===== src/rtl/snoop_responder.sv =====
// -----------------------------------------------------------------------------
// snoop_responder
//
// Cache-side coherence snoop responder for one dcache of the dual-core MSI
// system. A snoop offered by the memory controller (ccwait high, non-zero
// ccsnoopaddr) is captured, looked up in the owning dcache's tag/state arrays,
// and answered:
//   - dirty hit           : two-word block written back over dWEN/daddr/dstore,
//                           then the line is downgraded (M->S, or M->I with inv)
//   - clean hit with inv  : line invalidated (S->I)
//   - miss / clean no inv : nothing to do
// While the responder is active the dcache's own controller is held off via
// snoop_busy.
//
// Ports
//   CLK, nRST      clock (rising edge), asynchronous active-low reset
//   ccwait         controller snoop window / hold for this cache
//   ccinv          invalidate request, qualified with ccsnoopaddr
//   ccsnoopaddr    snoop address, 0 = no snoop
//   dwait          data-side wait, 0 = current writeback word accepted
//   dWEN           writeback request
//   daddr, dstore  writeback word address / data
//   snoop_busy     high in every non-idle state
//   snoop_idx      captured set index presented to the frame arrays
//   set_tag        tags of indexed set, way w at [w*TAGW +: TAGW]
//   set_valid      valid bits of indexed set
//   set_dirty      dirty (M) bits of indexed set
//   set_data       block data, way w word0 at [w*64 +: 32], word1 above it
//   upd_en         one-cycle state-update strobe to the frame arrays
//   upd_way        way to update
//   upd_valid      new valid bit
//   upd_dirty      new dirty bit
// -----------------------------------------------------------------------------
//
// state    | meaning
// ---------+-------------------------------------------------------------
// S_IDLE   | waiting for a snoop; captures tag/index/inv when one arrives
// S_LOOKUP | frame arrays answer for the captured index; hit/dirty decided
// S_WB0    | writing back word0 of the hit block, held while dwait=1
// S_WB1    | writing back word1 of the hit block, held while dwait=1
// S_UPDATE | one-cycle downgrade/invalidate strobe to the frame arrays
//
module snoop_responder #(
    parameter int SETS = 8,
    parameter int WAYS = 2,
    localparam int IDX  = $clog2(SETS),
    localparam int TAGW = 32 - IDX - 3,
    localparam int WW   = (WAYS > 1) ? $clog2(WAYS) : 1
) (
    input  logic                   CLK,
    input  logic                   nRST,
    input  logic                   ccwait,
    input  logic                   ccinv,
    input  logic [31:0]            ccsnoopaddr,
    input  logic                   dwait,
    output logic                   dWEN,
    output logic [31:0]            daddr,
    output logic [31:0]            dstore,
    output logic                   snoop_busy,
    output logic [IDX-1:0]         snoop_idx,
    input  logic [WAYS*TAGW-1:0]   set_tag,
    input  logic [WAYS-1:0]        set_valid,
    input  logic [WAYS-1:0]        set_dirty,
    input  logic [WAYS*64-1:0]     set_data,
    output logic                   upd_en,
    output logic [WW-1:0]          upd_way,
    output logic                   upd_valid,
    output logic                   upd_dirty
);

    typedef enum logic [2:0] {
        S_IDLE,
        S_LOOKUP,
        S_WB0,
        S_WB1,
        S_UPDATE
    } state_t;

    state_t state, state_nxt;

    logic [TAGW-1:0] cap_tag;
    logic [IDX-1:0]  cap_idx;
    logic            cap_inv;

    logic [WW-1:0]   hit_way;
    logic [31:0]     wb_word0;
    logic [31:0]     wb_word1;

    logic            snoop_req;
    logic            lk_hit;
    logic [WW-1:0]   lk_way;
    logic            lk_dirty;
    logic [31:0]     lk_word0;
    logic [31:0]     lk_word1;
    logic [31:0]     blk_addr;

    // Byte and word-in-block bits play no part in a block-granular snoop.
    logic            unused_addr_bits;
    assign unused_addr_bits = ^ccsnoopaddr[2:0];

    assign snoop_req  = ccwait && (ccsnoopaddr != 32'd0);
    assign snoop_busy = (state != S_IDLE);
    assign snoop_idx  = cap_idx;
    assign blk_addr   = {cap_tag, cap_idx, 3'b000};

    // Tag match against the captured tag. Scanning from the top way down lets
    // the lowest-numbered matching way overwrite any higher one.
    always_comb begin
        lk_hit   = 1'b0;
        lk_way   = '0;
        lk_dirty = 1'b0;
        lk_word0 = '0;
        lk_word1 = '0;
        for (int w = WAYS - 1; w >= 0; w--) begin
            if (set_valid[w] && (set_tag[w*TAGW +: TAGW] == cap_tag)) begin
                lk_hit   = 1'b1;
                lk_way   = WW'(w);
                lk_dirty = set_dirty[w];
                lk_word0 = set_data[w*64 +: 32];
                lk_word1 = set_data[w*64+32 +: 32];
            end
        end
    end

    always_ff @(posedge CLK or negedge nRST) begin
        if (!nRST) begin
            state <= S_IDLE;
        end else begin
            state <= state_nxt;
        end
    end

    always_ff @(posedge CLK or negedge nRST) begin
        if (!nRST) begin
            cap_tag <= '0;
            cap_idx <= '0;
            cap_inv <= 1'b0;
        end else if ((state == S_IDLE) && snoop_req) begin
            cap_tag <= ccsnoopaddr[31:IDX+3];
            cap_idx <= ccsnoopaddr[IDX+2:3];
            cap_inv <= ccinv;
        end
    end

    // The hit way and its block are frozen at lookup so the writeback and the
    // update see a stable copy even if the arrays change under them.
    always_ff @(posedge CLK or negedge nRST) begin
        if (!nRST) begin
            hit_way  <= '0;
            wb_word0 <= '0;
            wb_word1 <= '0;
        end else if (state == S_LOOKUP) begin
            hit_way  <= lk_way;
            wb_word0 <= lk_word0;
            wb_word1 <= lk_word1;
        end
    end

    always_comb begin
        state_nxt = state;
        dWEN      = 1'b0;
        daddr     = '0;
        dstore    = '0;
        upd_en    = 1'b0;
        upd_way   = '0;
        upd_valid = 1'b0;
        upd_dirty = 1'b0;
        case (state)
            S_IDLE: begin
                if (snoop_req) begin
                    state_nxt = S_LOOKUP;
                end
            end
            S_LOOKUP: begin
                if (lk_hit && lk_dirty) begin
                    state_nxt = S_WB0;
                end else if (lk_hit && cap_inv) begin
                    state_nxt = S_UPDATE;
                end else begin
                    state_nxt = S_IDLE;
                end
            end
            S_WB0: begin
                dWEN   = 1'b1;
                daddr  = blk_addr;
                dstore = wb_word0;
                // Losing the snoop window abandons the transfer outright.
                if (!ccwait) begin
                    state_nxt = S_IDLE;
                end else if (!dwait) begin
                    state_nxt = S_WB1;
                end
            end
            S_WB1: begin
                dWEN   = 1'b1;
                daddr  = blk_addr + 32'd4;
                dstore = wb_word1;
                if (!ccwait) begin
                    state_nxt = S_IDLE;
                end else if (!dwait) begin
                    state_nxt = S_UPDATE;
                end
            end
            S_UPDATE: begin
                upd_en    = 1'b1;
                upd_way   = hit_way;
                upd_valid = !cap_inv;
                upd_dirty = 1'b0;
                state_nxt = S_IDLE;
            end
            default: begin
                state_nxt = S_IDLE;
            end
        endcase
    end

endmodule


===== config.mk =====
export PLATFORM = sky130hd
export DESIGN_NAME = snoop_responder
export DESIGN_NICKNAME = d
export VERILOG_FILES = /design/src/rtl/snoop_responder.sv
export SDC_FILE = /design/constraint.sdc
export NUM_CORES = 1
export LEC_CHECK = 0
export BUFFER_PORTS_ARGS = -buffer_cell sky130_fd_sc_hd__buf_4
export CORE_AREA = 2 2 115 117
export CTS_CLUSTER_SIZE = 28
export DETAILED_ROUTE_END_ITERATION = 8
export DIE_AREA = 0 0 117 119
export PLACE_DENSITY = 0.82
export SYNTH_ARGS = -nofsm -noshare
export SYNTH_HDL_FRONTEND = slang
export SYNTH_SLANG_ARGS = --single-unit

===== constraint.sdc =====
create_clock -name CLK -period 3 [get_ports CLK]
set_input_delay 0.3 -clock CLK [delete_from_list [all_inputs] [get_ports CLK]]
set_output_delay 0.3 -clock CLK [all_outputs]
set_load 0.005 [all_outputs]

==> flow_summary.yaml <==
run_status:
  status: "complete, no violations"
global_routing:
  grt_usage_pct: 28.9
  grt_pass1_vias: 5827
  grt.overflow.total: 0
  antenna_found_initial: 0
  grt_first_pass_wirelength_mm: 31.1
  grt_max_degree: 67
pwr:
  p_leak_nw: 3.99
  p_seq_share_pct: 44.6
  power.density_nw_per_um2: 389
  peakVddDrop_v: 0.000342
  p_clk_share_pct: 35.9
  p_sw_share_pct: 27.5
  switching_power_uw: 911
  p_comb_share_pct: 19.5
  p_int_mw: 2.40
detailed_routing:
  drc_errors: 0
  final_antenna_net_count: 0
  drt-initial-drc-count: 495
  finalWirelength_mm: 20.4
  firstDrtPassIters: 5
  wl_per_cell_um: 18.6
  viasPerCell: 5.47
  via_count: 5983
cells_and_area:
  fin_nets: 1134
  layout_common_cells: "buf_4 (296), dfrtp_1 (97), nand4_1 (87)"
  drive_gt1_share_pct: 38.3
  final_common_cell: "buf_4"
  final_area_um2: 8520
  area_growth_pct: 44.7
  antennaDiodeCount: 0
clock_tree:
  clkLatencyLatePin_ns: 0.35
  post_cts_buffers: 0
  cts_tree: "yes"
  cts.sinks: 98
  numCtsBuffers: 9
  clockRootBuffer: "clkbuf_16"
  clk_path_buf_depth: 2
  htreeDepth: 3
  clk_pin_slew_ns: 0.07
critical_path:
  cp-start-kind: "register"
  cp.arrival_ns: 2.02
  cp_max_fo: 33
  required_ns: 2.70
  cp-end-kind: "primary output"
  critPathKind: "register to primary output"
place:
  gp_congestion: 0.938
  place_hpwl_mm: 14.8
  dpl_cell_area_um2: 8210
  dp_slack_ns: 0.737
  port_buffers: 290
synth:
  ys_seq_area_share_pct: 41.7
  synth_top_area_share_pct: 41.7
  syn_avg_cell_area_um2: 9.04
  yosys.area_share.simple_pct: 21.9
  synth_area_leaders: "dfrtp_1 (42%), nand4_1 (9.2%), o211ai_1 (8.4%), xnor2_1 (7.7%), mux2_2 (5.7%)"
  synth_adder_area_share_pct: 0
  synth-xor-area-share_pct: 7.74
  ys_ff_latch: 98
  synth_top_family_by_area: "simple AND/OR/NAND/NOR gates"
  synth.largest_area_cell: "dfrtp_1"
  yosys_warnings: 0
  syn_inst: 651
  syn_area_um2: 5890
  synth_cell_types: 28
  muxShareOfSynthArea_pct: 11.2
  synth_compound_area_share_pct: 9.01
floorplanning:
  die_y_um: 119
  fp-row-count: 42
  num_io_pins: 294
  dieArea_um2: 13900
  die_width_um: 117
  coreArea_um2: 12900
  start_util_pct: 45.7
timing:
  tns_ns: 0
  skew_ns: 0.0131
  relSlewSlack_pct: 41.4
  max_freq_ghz: 0.430
  worst_pin_slew_ns: 0.878
  fin_ws_ns: 0.677
  finalMaxSlewViolations: 0
  timing_hold_violations_final: 0
  finalCritPeriodShare_pct: 77.4
  fin_crit_ns: 2.32
  setup_viol: 0
  rsz0062_at_grt: "no"
  whs_ns: 0.195
min_path:
  hold_class: "primary input to register"
run:
  max-cap-violations: 0
-- path summary, 6_finish.rpt --
path                                 from      endpoint  slack [ns]  cells after the start
setup / recovery                 state[2]     daddr[29]        0.68                      4
hold / removal             ccsnoopaddr[5]  snoop_idx[2]        0.20                      2
setup reg to reg               cap_tag[7]  wb_word1[15]        0.69                      6
hold reg to reg                   hit_way       hit_way        0.47                      2
max in group asynchronous            nRST      state[0]        1.78                      3
min in group asynchronous            nRST  snoop_idx[0]        0.50                      2
-- registers in the layout (all words and copies together) (netlist names) --
register / flops
cap_inv: 1
cap_tag: 26
hit_way: 1
snoop_idx: 3
state: 3
wb_word0: 32
wb_word1: 32
-- area by class of cell --
type,count,area (um^2)
fill,1073,4360
tap,176,220
timing repair buffer,301,2310
clock inverter,7,76.3
inverter,68,255
clock buffer,9,225
multi-input combinational,435,2970
sequential,98,2450
-- cells by family after synthesis --
| logic type | Yosys count |
|---|---|
| XOR/XNOR | 52 |
| other | 1 |
| AO/OA/AOI/OAI | 70 |
| multiplexers | 62 |
| buffers and inverters | 120 |
| flip-flops | 98 |
| AND/OR/NAND/NOR | 248 |
-- what timing repair did --
action,4_1_cts,5_1_grt
setup endpoints to repair,0,0
resized for setup,0,0
hold buffers,1,0
hold endpoints to repair,43,0
-- power groups by stage --
stage / Combinational (mW) / Clock [mW] / Sequential, mW
detailed placement: 0.639 / 0 / 1.50
finish: 0.647 / 1.19 / 1.48
floorplan: 0.299 / 0 / 1.47
CTS: 0.644 / 1.21 / 1.48
global placement: 0.634 / 0 / 1.50
global route: 0.693 / 1.25 / 1.49
-- Yosys cell counts --
master / number
dfrtp_1: 98
nand4_1: 87
nand2_1: 69
inv_1: 68
o211ai_1: 66
xnor2_1: 52
clkbuf_1: 34
nor2_1: 34
mux2i_1: 32
and2_1: 31
mux2_2: 30
nor4_1: 12
buf_2: 9
buf_4: 7
nor3_1: 4
nor3b_1: 3
nand2b_1: 2
nand3_1: 2
nor2b_1: 2
a21oi_1: 1
a41oi_1: 1
buf_1: 1
buf_6: 1
conb_1: 1
o2111ai_1: 1
o211ai_2: 1
or3_1: 1
or4_1: 1
-- metrics by stage --
step	util, %	total power [mW]	cells
floorplan	-	1.76	653
global placement	63.7	2.13	1077
detailed placement	63.7	2.14	1077
CTS	66.2	3.33	1094
global route	66.2	3.44	1094
finish	66.2	3.31	1094
-- layer usage --
metal	GRT usage (%)	wire length, um	up-vias
met3	4.22	1240	48
li1	-	-	2805
met1	39.3	8550	2877
met5	0	0	-
met2	46.4	9910	253
met4	11.0	673	0
-- worst max-delay path, stage by stage (launching register included) --
cell      delay, ns
dfrtp_1        0.44
nand2b_1       0.18
inv_1          0.65
and2_1         0.27
buf_4          0.12
(Power assumes the default switching activity.)
